$ cat src/rtl/mult_pkg.sv
// -----------------------------------------------------------------------------
// mult_pkg
// Shared definitions for the pipelined unsigned multiplier.
//   MULT_SIZE_DEF : default operand width
//   clog2()       : elaboration-time ceil(log2)
//   mult_latency(): register stages from operand sample to y_out
//   LATENCY_DEF   : latency for the default width
//   prod_t        : product word for the default width
// -----------------------------------------------------------------------------
package mult_pkg;

  localparam int MULT_SIZE_DEF = 8;

  function automatic int clog2(input int value);
    int r;
    int v;
    r = 0;
    v = value - 1;
    while (v > 0) begin
      r++;
      v = v >> 1;
    end
    return r;
  endfunction

  // One partial-product stage plus one register per adder-tree level.
  function automatic int mult_latency(input int size);
    return 1 + clog2(size);
  endfunction

  localparam int LATENCY_DEF = mult_latency(MULT_SIZE_DEF);

  typedef logic [2*MULT_SIZE_DEF-1:0] prod_t;

endpackage

$ cat src/rtl/mult_add_stage.sv
// -----------------------------------------------------------------------------
// mult_add_stage
// One registered level of the adder tree: N inputs summed pairwise into N/2
// registered outputs.
//   clk  : rising-edge clock
//   rst  : synchronous active-high reset, clears all outputs
//   i_d  : N input words, W bits each
//   o_q  : N/2 registered sums, o_q[k] = i_d[2k] + i_d[2k+1]
// -----------------------------------------------------------------------------
module mult_add_stage #(
  parameter int N = 2,
  parameter int W = 16
) (
  input  logic                   clk,
  input  logic                   rst,
  input  logic [N-1:0][W-1:0]    i_d,
  output logic [N/2-1:0][W-1:0]  o_q
);

  logic [N/2-1:0][W-1:0] r_q;

  // Words are already full product width, so no carry can be lost.
  always_ff @(posedge clk) begin
    if (rst) begin
      r_q <= '0;
    end else begin
      for (int k = 0; k < N/2; k++) begin
        r_q[k] <= i_d[2*k] + i_d[2*k+1];
      end
    end
  end

  assign o_q = r_q;

endmodule

$ cat src/rtl/pipelined_multiplier.sv
// -----------------------------------------------------------------------------
// pipelined_multiplier
// Unsigned SIZE x SIZE multiplier, one operand pair per clock, product on
// y_out LATENCY (= 1 + log2(SIZE), 4 for SIZE=8) rising edges after sampling.
// Stage 1 registers shifted partial products; each later stage is one level
// of a registered pairwise adder tree.
//   a_in      : multiplicand (SIZE bits, unsigned)
//   b_in      : multiplier   (SIZE bits, unsigned)
//   clk       : rising-edge clock
//   rst       : synchronous active-high reset, flushes every stage
//   y_out     : registered product (2*SIZE bits)
// Optional (macro PIPELINED_MULTIPLIER_VALID_EN):
//   in_valid  : qualifies a_in/b_in
//   out_valid : high when y_out carries a product of an in_valid=1 sample
// SIZE must be a power of two and >= 4.
// -----------------------------------------------------------------------------
module pipelined_multiplier
  import mult_pkg::*;
#(
  parameter int SIZE = MULT_SIZE_DEF
) (
  input  logic [SIZE-1:0]   a_in,
  input  logic [SIZE-1:0]   b_in,
  input  logic              clk,
  input  logic              rst,
  output logic [2*SIZE-1:0] y_out
`ifdef PIPELINED_MULTIPLIER_VALID_EN
  ,
  input  logic              in_valid,
  output logic              out_valid
`endif
);

  localparam int PW      = 2 * SIZE;
  localparam int LATENCY = mult_latency(SIZE);
  localparam int LVLS    = LATENCY - 1;   // adder-tree levels

  // All tree nodes in one flat array: level l occupies SIZE>>l words
  // starting at 2*SIZE - 2*(SIZE>>l); the root is the last word.
  logic [2*SIZE-2:0][PW-1:0] w_tree;
  logic [SIZE-1:0][PW-1:0]   r_pp;

  // Stage 1: partial products, zero-extended then shifted.
  always_ff @(posedge clk) begin
    if (rst) begin
      r_pp <= '0;
    end else begin
      for (int i = 0; i < SIZE; i++) begin
        r_pp[i] <= b_in[i] ? (PW'(a_in) << i) : '0;
      end
    end
  end

  assign w_tree[SIZE-1:0] = r_pp;

  genvar l;
  generate
    for (l = 0; l < LVLS; l++) begin : g_lvl
      localparam int NIN    = SIZE >> l;
      localparam int IN_OFF = 2*SIZE - 2*NIN;
      localparam int OUT_OFF = IN_OFF + NIN;

      mult_add_stage #(
        .N (NIN),
        .W (PW)
      ) u_add (
        .clk (clk),
        .rst (rst),
        .i_d (w_tree[IN_OFF +: NIN]),
        .o_q (w_tree[OUT_OFF +: NIN/2])
      );
    end
  endgenerate

  assign y_out = w_tree[2*SIZE-2];

`ifdef PIPELINED_MULTIPLIER_VALID_EN
  // Valid shadows the data path stage for stage; data registers never stall.
  logic [LATENCY:1] r_vld_pipe;

  always_ff @(posedge clk) begin
    if (rst) begin
      r_vld_pipe <= '0;
    end else begin
      r_vld_pipe <= {r_vld_pipe[LATENCY-1:1], in_valid};
    end
  end

  assign out_valid = r_vld_pipe[LATENCY];
`endif

endmodule

$ cat config.mk
export PLATFORM = sky130hd
export DESIGN_NAME = pipelined_multiplier
export DESIGN_NICKNAME = d
export VERILOG_FILES = /design/src/rtl/mult_pkg.sv /design/src/rtl/mult_add_stage.sv /design/src/rtl/pipelined_multiplier.sv
export SDC_FILE = /design/constraint.sdc
export NUM_CORES = 1
export LEC_CHECK = 0
export ABC_AREA = 1
export CORE_ASPECT_RATIO = 0.7
export CORE_MARGIN = 3
export CORE_UTILIZATION = 54
export CTS_CLUSTER_SIZE = 10
export DETAILED_ROUTE_END_ITERATION = 10
export PLACE_DENSITY = 0.76
export SETUP_SLACK_MARGIN = 0.3
export SYNTH_ARGS = -nofsm -noshare
export SYNTH_HDL_FRONTEND = slang
export SYNTH_SLANG_ARGS = --single-unit
$ cat constraint.sdc
create_clock -name clk -period 1.44 [get_ports clk]
set_input_delay 0.216 -clock clk [delete_from_list [all_inputs] [get_ports clk]]
set_output_delay 0.216 -clock clk [all_outputs]
set_load 0.02 [all_outputs]
==> results.ini <==
[placement]
place_hpwl_microns = 9855
placedInstanceArea_sq_mm = 0.007342
io_buffers = 33
post-place-ws_ns = -0.2102
place_congestion = 0.8745

[synthesis]
synth_area_sq_mm = 0.006173
async_reset_ff_share_pct = 0
postSynthNetCount = 882
synthMostInstantiatedCell = nor2_1
netlist_top_cells_area = dfxtp_1 (47%), ha_1 (11%), nor2_1 (10%)
synth.top_cell.area_share_pct = 47.02
synth_largest_area_cell = dfxtp_1
post_synth_edffs = 0
syn-mean-instance-area_sq_um = 7.678
synth-seq-cells = 145
synthTopCellsByCount = nor2_1 (172), nand2_1 (171), dfxtp_1 (145), inv_1 (107), a21oi_1 (55)
number_of_instances_in_the_synthesized_netlist = 804
yosysUniqueCellTypes = 23
ys_seq_area_share_pct = 47.02
postSynth.topFlopCell = dfxtp_1
yosysWarningCount = 0

[route]
final_antenna_net_count = 0
viasPerCell = 5.945
drt_iter0_drc = 594
drcViolationCount = 0
vias = 6444
wl_per_cell_microns = 21.56
wl_microns = 23380
drt_first_pass_iters = 6

[sta]
grt_setup_unrepaired = true
maxSlewHeadroom_pct = 69.57
max_freq_mhz = 572.0
hold_violations = 0
timing_worst_slew_pin_value_ns = 0.4517
finalWorstPathRequiredPeriod_ns = 1.748
sum_of_negative_setup_slack_ns = -3.209
layout_worst_path_cycle_share_pct = 121.4
timing.final.ws_setup_ns = -0.3083
slew_viol_final = 0
setup_viol = 30
finalClockSkew_ns = 0.01028

[global_routing]
grt_usage_pct = 28.77
grt_remaining_overflow = 0
grt_first_pass_wirelength_microns = 28620
grt_start_max_net_pins = 31
vias_in_the_first_global_route = 5878
number_of_antenna_violations_at_the_first_check_in_global_routing = 0

[status]
violations = negative setup slack
status = finished, violations left

[power]
power.static_leakage_nw = 4.367
power_per_cell_area_mw_per_mm2 = 1088
ir_drop_worst_vdd_v = 0.001072

[clock_network]
clk_pin_slew_worst_paths_ns = 0.06
root_buffer = clkbuf_16
clk-insertion-delay-late_ns = 0.43
cts_hold_buf = 0
clock_buffers_created_by_tritoncts = 17
clock-sinks = 145
cts-root-to-sink-buffers = 2
cts_tree = done
cts_max_level = 4

[finish]
final_core_utilization_pct = 89.53
postLayoutCellArea_sq_mm = 0.009619
insertedDiodeCount = 0
area_growth_syn_to_layout_pct = 55.82
fillers = 393
drive_above_1_share_pct = 47.65
final_nets = 1002

[critical_path]
arrival_ns = 2.07
timing.critical_path.fanout_max = 3
worstSetupEndpointType = register
timing.setup.critical_path_class = register to register
critical_path_required_ns = 1.76
start_kind = register

[floorplan]
ios = 34
fp.dieArea_sq_mm = 0.01277
die_x_microns = 133.8
initial_utilization_pct = 57.46
core.rowCount = 31
placeableCoreArea_sq_mm = 0.01074
die_h_microns = 95.46

[job]
maxCapViolations = 0

[worst_hold_path]
worst_hold_path_type = register to register

==> state kept, by name, indices dropped and copies added (netlist names) <==
signal / cells
g_lvl.u_add.o_q: 81
r_pp: 64
==> worst max-delay path: stages, from the launching register on <==
cell and delay (ns):
dfxtp_2 0.37, ha_4 0.15, inv_2 0.04, fa_2 0.34, inv_2 0.09, nand2_4 0.06
o21ai_4 0.17, nand2_1 0.11, nand3_2 0.10, nand2_2 0.07, nand2_1 0.08, nor2_1 0.06
==> through the flow <==
| step | hold WS (ns) | total power [mW] | cells |
|---|---|---|---|
| final | 0.4023 | 10.47 | 1084 |
| after global routing | 0.4168 | 10.69 | 1084 |
| after CTS | 0.4033 | 10.04 | 1059 |
| after detailed placement | 0.3964 | 5.239 | 1001 |
| after global placement | 0.3896 | 5.210 | 1001 |
| after floorplan | 0.3809 | 4.943 | 804 |
==> repair_timing <==
action	4_1_cts	5_1_grt
buffers inserted	27	25
setup endpoints to repair	77	63
pin swaps	105	105
resized for setup	237	165
==> layer usage <==
layer  vias up  track usage, %  share of wire [%]
met5         -               0                  0
met4         0           12.76                5.5
met3       138           7.015                8.5
met2       504           50.71                 48
met1      3044           33.71                 39
li1       2758               -                  -
==> report_power, final <==
part           internal [mW]  switching, mW
sequential              4.21          0.147
clock                   2.92           1.87
combinational          0.563          0.765
total                   7.69           2.78
==> kinds of logic (layout without fill, tap and decap cells) <==
group | count (synthesis) | count (layout) | synth area share (%)
flip-flops | 145 | 145 | 47.02
adder cells (fa/ha/maj) | 60 | 60 | 13.01
AND/OR/NAND/NOR | 390 | 390 | 24.79
AO/OA/AOI/OAI | 89 | 89 | 7.762
buffers and inverters | 120 | 252 | 7.418
==> worst paths after layout <==
kind,startpoint,endpoint,slack (ns),cells after the start
setup / recovery,g_lvl[0].u_add.o_q[18],g_lvl[1].u_add.o_q[10],-0.31,11
hold / removal,g_lvl[0].u_add.o_q[36],g_lvl[1].u_add.o_q[20],0.40,2
setup reg to reg,g_lvl[0].u_add.o_q[18],g_lvl[1].u_add.o_q[10],-0.31,11
hold reg to reg,g_lvl[0].u_add.o_q[36],g_lvl[1].u_add.o_q[20],0.40,2
==> cells in the final DEF, fill, tap and decap left out, types with 18 or more instances in the layout <==
| cell | count |
|---|---|
| nor2_1 | 149 |
| nor2_2 | 18 |
| inv_1 | 88 |
| inv_2 | 20 |
| nand2_2 | 34 |
| dfxtp_1 | 80 |
| buf_4 | 37 |
| a21oi_2 | 29 |
| nand2_4 | 23 |
| nand2_1 | 113 |
| ha_4 | 47 |
| nand3_2 | 28 |
| dfxtp_2 | 65 |
| buf_6 | 40 |
==> cell type report <==
class	count	area, sq um	share of cell area [%]
Multi-Input combinational cell	539	4399	45.73
Sequential cell	145	2984	31.02
Timing Repair Buffer	110	993.5	10.33
Inverter	111	427.9	4.448
Clock buffer	17	425.4	4.422
Clock inverter	14	203.9	2.120
Tap cell	148	185.2	1.925
(Power assumes the default switching activity.)
